===== src/rtl/multi_mode_timer.sv =====
// Countdown timer in whole seconds. A prescaler divides the system clock into seconds ticks.
// Modes: one-shot or periodic. Supports pause/resume and restart while running.
module multi_mode_timer #(
  parameter int CLK_DIV = 8,
  parameter int WIDTH   = 4,
  parameter int DIV_W   = $clog2(CLK_DIV)
) (
  input  logic             clock,
  input  logic             reset,
  input  logic             startTimer,
  input  logic [WIDTH-1:0] value,
  input  logic             mode,
  input  logic             pause,
  output logic             clock1Hz,
  output logic             expired,
  output logic             indicator,
  output logic [DIV_W-1:0] counter,
  output logic [WIDTH-1:0] counter1Hz
);

  typedef enum logic [1:0] {
    IDLE   = 2'd0,
    RUN    = 2'd1,
    PAUSED = 2'd2,
    DONE   = 2'd3
  } state_t;

  localparam logic [DIV_W-1:0] LAST = DIV_W'(CLK_DIV - 1);
  localparam logic [DIV_W-1:0] HALF = DIV_W'(CLK_DIV / 2);
  localparam logic [WIDTH-1:0] ONE  = WIDTH'(1);

  state_t           state;
  logic [WIDTH-1:0] reload;
  logic             mode_latch;
  logic             tick;
  logic             active;

  assign tick   = (counter == LAST);
  assign active = (state == RUN) || (state == PAUSED);

  // NOTE: every register in this block uses <= so all state updates see the
  // pre-edge values; mixing in blocking writes would create order-dependent races.
  always_ff @(posedge clock) begin
    if (reset) begin
      state      <= IDLE;
      counter    <= '0;
      counter1Hz <= '0;
      reload     <= '0;
      mode_latch <= 1'b0;
      expired    <= 1'b0;
    end else if (startTimer) begin
      // A start request overrides any tick, pause or expiry in the same cycle.
      reload     <= value;
      mode_latch <= mode;
      counter    <= '0;
      counter1Hz <= value;
      if (value != '0) begin
        state   <= RUN;
        expired <= 1'b0;
      end else begin
        state   <= DONE;
        expired <= 1'b1;
      end
    end else begin
      case (state)
        RUN, PAUSED: begin
          if (pause) begin
            // Freeze counter and counter1Hz exactly as they stand.
            state   <= PAUSED;
            expired <= 1'b0;
          end else if (tick) begin
            counter <= '0;
            if (counter1Hz == ONE) begin
              if (mode_latch) begin
                counter1Hz <= reload;
                state      <= RUN;
                expired    <= 1'b1;
              end else begin
                counter1Hz <= '0;
                state      <= DONE;
                expired    <= 1'b1;
              end
            end else begin
              if (counter1Hz != '0) counter1Hz <= counter1Hz - ONE;
              state   <= RUN;
              expired <= 1'b0;
            end
          end else begin
            // The resume edge out of PAUSED counts as a normal running edge.
            counter <= counter + DIV_W'(1);
            state   <= RUN;
            expired <= 1'b0;
          end
        end
        default: begin
          // IDLE and DONE: prescaler parked, expired and counter1Hz held.
          counter <= '0;
        end
      endcase
    end
  end

  // Square wave and LED drive are decoded purely from registered state.
  assign clock1Hz = active && (counter < HALF);

  // NOTE: default assignment first so no path through the case leaves indicator
  // unassigned, which would otherwise infer a latch.
  always_comb begin
    indicator = 1'b0;
    case (state)
      RUN:     indicator = clock1Hz;
      PAUSED:  indicator = 1'b1;
      DONE:    indicator = 1'b1;
      default: indicator = 1'b0;
    endcase
  end

endmodule


===== config.mk =====
export PLATFORM = sky130hd
export DESIGN_NAME = multi_mode_timer
export DESIGN_NICKNAME = d
export VERILOG_FILES = /design/src/rtl/multi_mode_timer.sv
export SDC_FILE = /design/constraint.sdc
export NUM_CORES = 1
export LEC_CHECK = 0
export ABC_AREA = 1
export BUFFER_PORTS_ARGS = -buffer_cell sky130_fd_sc_hd__buf_2
export CAP_MARGIN = 20
export CORE_ASPECT_RATIO = 1.75
export CORE_MARGIN = 1.5
export CORE_UTILIZATION = 31
export DETAILED_ROUTE_END_ITERATION = 7
export HOLD_SLACK_MARGIN = 0.1
export PLACE_DENSITY_LB_ADDON = 0.08
export SETUP_SLACK_MARGIN = 0.1
export SLEW_MARGIN = 20
export SYNTH_ARGS = -nofsm -noshare
export SYNTH_HDL_FRONTEND = slang
export SYNTH_SLANG_ARGS = --single-unit
export TNS_END_PERCENT = 100

===== constraint.sdc =====
create_clock -name clock -period 1.75 [get_ports clock]
set_input_delay 0.0875 -clock clock [delete_from_list [all_inputs] [get_ports clock]]
set_output_delay 0.0875 -clock clock [all_outputs]
set_load 0.03 [all_outputs]

## After elaboration in Yosys (flattened, before gate mapping)

Index checks and enable logic that the tools add are counted.

| word-level totals | value |
|---|---|
| register bits | 15 |
| bits of input ports | 9 |
| output and inout bits | 10 |
| word-level logic and storage cells | 49 |

| cells by class | value |
|---|---|
| add/subtract/negate cells | 2 |
| $lt $le $gt $ge | 1 |
| equality and inequality tests | 6 |
| muxes and demuxes | 22 |
| bitwise logic cells | 1 |
| reductions and logical operators | 11 |

Operators by type and width:

| operator | number |
|---|---|
| $mux 4 | 7 |
| $mux 2 | 7 |
| $reduce_bool 4->1 | 2 |
| $mux 1 | 6 |
| $eq 2x2->1 const B | 2 |
| $eq 4x1->1 const B | 1 |
| $reduce_and 4->1 | 1 |
| $reduce_bool 2->1 | 2 |
| $reduce_or 2->1 | 2 |
| $sub 4x1->4 const B | 1 |
| $add 3x1->3 const B | 1 |
| $eq 3x3->1 const B | 1 |
| $lt 3x3->1 const B | 1 |
| $mux 3 | 1 |
| $reduce_bool 3->1 | 1 |
| $reduce_or 3->1 | 1 |
| $eq 2x1->1 const B | 1 |
| $ne 2x2->1 const B | 1 |
| $pmux 1 s2 | 1 |
| $logic_and 1x1->1 | 1 |
| $logic_or 1x1->1 | 1 |
| $not 1->1 | 1 |

## Longest topological paths before layout

| logic depth | value |
|---|---|
| depth in word-level cells | 7 |
| gate-level depth with buffers | 11 |
| gate-level depth less buffers | 11 |

## Worst setup path before layout

Ideal clock, no wire load.

| path | value |
|---|---|
| path type | reg2out |
| start | register state[0] |
| end | output indicator |
| arrival time | 1889 ps |
| data required time | 1662 ps |
| slack | -227 ps |
| cell stages (with the launch flop) | 7 |
| path buffers | 0 |
| cells stage by stage | dfxtp_1 > inv_1 > ha_1 > inv_1 > nor2_1 > nand2_1 > a21oi_1 |

| between the ends | value |
|---|---|
| cells in the longest elaborated chain, start to end | 4 |
| elaborated cells on any way between the ends | 7 |
| classes of those cells | eq/ne (3); mux (1); reduce/logical (3) |

RTL lines:

| item | RTL line | source |
|---|---|---|
| from (decl) | 32 | `state_t state;` |
| from (signal assigned) | 45 | `state <= IDLE;` |
| from (signal assigned) | 58 | `state <= RUN;` |
| from (signal assigned) | 61 | `state <= DONE;` |
| $eq 2x1->1 or $eq 2x2->1 (tied branches) | 39 | `assign active = (state == RUN) \|\| (state == PAUSED);` |
| $logic_or 1x1->1 (*) | 39 |  |
| $logic_and 1x1->1 (*) | 104 | `assign clock1Hz = active && (counter < HALF);` |
| net clock1Hz | 14 | `output logic clock1Hz,` |
| $pmux 1 s2 (*) | 110 | `case (state)` |
| to (decl) | 16 | `output logic indicator,` |

Mark *: on every way through the listed nets, which the timed path passes. The rest lies on a longest branch.

## Final worst setup path

| path | value |
|---|---|
| start | register state[1] |
| end | output indicator |

| between the ends | value |
|---|---|
| cells in the longest elaborated chain, start to end | 4 |
| elaborated cells on any way between the ends | 7 |
| classes of those cells | eq/ne (3); mux (1); reduce/logical (3) |

RTL lines:

| item | RTL line |
|---|---|
| $eq 2x1->1 or $eq 2x2->1 (tied branches) | 39, 110 |
| $logic_or 1x1->1 | 39 |
| $logic_and 1x1->1 | 104 |
| $pmux 1 s2 (*) | 110 |

Every way passes the cells marked *; elsewhere a longest branch is shown, timed or not.

==> results.toml <==
[sta]
finClkSkew_ns = 0.000849
rsz0062_at_grt = "no"
fin_tns_setup_ns = 0
hold_violations = 0
final-setup-viol-count = 0
hold-worst-slack_ns = 0.127
fin_crit_ns = 1.58
max_freq_ghz = 0.631
relSlewSlack_pct = 78.1
layout_worst_path_cycle_share_pct = 90.5
worstMarginPinSlew_ns = 0.328
maxSlewViolCount = 0

[floorplan]
core-area_sq_mm = 0.00296
chipWidth_um = 45.3
die_h_um = 77.0
num_rows = 26
die-area_sq_mm = 0.00349
ioPinCount = 19
start_util_pct = 32.8

[place]
gp_congestion = 0.714
io_buffers = 18
dp_hpwl_um = 1730

[drt]
detail-route-antenna-nets = 0
routedWlPerCell_um = 11.1
drc = 0
via_count = 842
drt-total-wl_um = 2150
viasPerCell = 4.34
drt-initial-drc-count = 11
first_pass_iters = 4

[setup_path]
cp_max_fo = 4
cpPeakStageDelay_ns = 0.36
required_ns = 1.66
cpMaxStageDelayCell = "dfxtp_2"
cp-start-kind = "flop"
end_kind = "primary output"
critical_path_arrival_ns = 1.50
path_class = "flop to primary output"
worstPathCellList = "inv_1 -> ha_4 -> inv_1 -> nor2_2 -> nand2_1 -> a21oi_4 -> buf_4"
cp_common_cell = "inv_1"

[pwr]
powerDensity_mw_per_mm2 = 780
p_leak_nw = 0.570
vdd_drop_max_v = 0.000398

[grt]
grt_pass1_vias = 868
grtUsageMet3_pct = 2.12
antenna_found_initial = 0
grt_max_degree = 17
busiest_layer = "met2"
grt_overflow = 0
grt_pass1_wl_um = 3820
use_met1_pct = 15.9
grtUsageMet2_pct = 25.7
grt_usage_pct = 14.6

[run]
drv_cap = 0

[clocking]
h-tree-depth = 1
clock_path_buffers = 2
cts-root-buf = "clkbuf_8"
cts_buffers = 3
cts_tree = "yes"
clk_latency_ns = 0.24
cts.sinks = 15
clk_pin_slew_ns = 0.06

[finish]
fillCellCount = 315
multi_input_comb_area_sq_um = 607
syn_to_final_growth_pct = 24.1
ff_latch_area_sq_um = 303
drive_gt1_share_pct = 30.9
nNetsFinal = 171
mostFrequentLayoutCell = "nand2_1"
final_cell_mix = "nand2_1 (29), buf_2 (17), dfxtp_1 (13)"
antenna_cells = 0

[logic_synthesis]
synth_cells = 128
syn_nets = 146
synth.avg_cell_area_sq_um = 7.58
ys_types = 27
synthArstFlopShare_pct = 0
synth-edff-count = 0
ys_seq_area_share_pct = 31.0
synth_area_sq_um = 970
synth-seq-cells = 15
yosysWarnings = 0
synth_flop_cell = "dfxtp_1"

[status]
status = "completed"

[worst_hold_path]
hold_path.class = "input port to flop"
-- where the power goes --
group          internal (mW)  total, mW  switching (mW)
logic                  0.104      0.269           0.165
registers              0.365      0.387          0.0221
clock network          0.161      0.282           0.121
total                  0.630      0.938           0.309
-- worst paths after layout --
path	from	endpoint	slack [ns]	cells past startpoint
worst min-delay path	pause	counter[1]	0.13	3
worst max register to register	state[1]	counter1Hz[1]	0.26	9
worst min register to register	reload[2]	reload[2]	0.46	2
worst max-delay path	state[1]	indicator	0.17	7
-- flip-flops by register name, summed over array words and instances, names as in the netlist --
register	cells
reload	4
mode_latch	1
counter1Hz	4
state	2
expired	1
counter	3
-- final cells by class --
| type | instances | area share [%] |
|---|---|---|
| Timing Repair Buffer | 22 | 10.8 |
| Tap cell | 42 | 4.37 |
| Sequential cell | 15 | 25.2 |
| Multi-Input combinational cell | 94 | 50.4 |
| Clock buffer | 4 | 3.74 |
| Inverter | 17 | 5.51 |
-- critical path: cells and delay by family, from the launching register on --
family,cells,cell delay [ns]
AOI/OAI and AO/OA,1,0.12
adders and majority gates,1,0.28
DFF,1,0.36
and+or+nand+nor,2,0.18
buffers and inverters,3,0.31
-- cells by family (layout without fill, tap and decap cells) --
kind of cell             after synthesis  after routing  synth area share (%)
AND/OR/NAND/NOR                       64             64                  34.8
AO/OA/AOI/OAI                         20             20                  12.5
buffers and inverters                 19             43                  9.16
flip-flops                            15             15                  31.0
adder cells (fa/ha/maj)                9              9                  11.6
XOR/XNOR                               1              1                 0.903
-- synthesized netlist by cell type, types with 2 or more instances --
master | instances | area [sq um]
a21oi_1 | 9 | 45.0
buf_6 | 2 | 22.5
dfxtp_1 | 15 | 300
ha_1 | 9 | 113
inv_1 | 12 | 45.0
inv_2 | 3 | 11.3
nand2_1 | 29 | 109
nand2_4 | 4 | 45.0
nand3_1 | 7 | 35.0
nand3_2 | 4 | 40.0
nor2_1 | 13 | 48.8
nor2_4 | 2 | 22.5
o21ai_0 | 4 | 20.0
o21ai_2 | 2 | 17.5
-- what timing repair did --
action,4_1_cts,5_1_grt
buffers inserted,0,1
gates cloned,0,0
pin swaps,0,1
endpoints found under the setup margin,1,1
hold endpoints to repair,6,0
hold buffers,3,0
resized for setup,5,0
-- metrics by stage --
stage | worst slack [ns] | utilization, % | power (mW) | instances | instance area [sq um]
after floorplan | 0.110 | - | 0.587 | 128 | 983
after global placement | 0.222 | 37.3 | 0.644 | 186 | 1100
after detailed placement | 0.216 | 37.3 | 0.643 | 186 | 1100
after CTS | 0.125 | 40.4 | 0.953 | 193 | 1200
after global routing | 0.101 | 40.7 | 0.997 | 194 | 1200
final | 0.166 | 40.7 | 0.938 | 194 | 1200
-- layer usage --
layer | vias to the layer above | part of all wire (%)
met5 | - | 0
met1 | 373 | 38
li1 | 455 | -
met3 | 2 | 2.8
met4 | 0 | 1.2
met2 | 12 | 58
No activity file was read; power rests on OpenSTA's default activity.
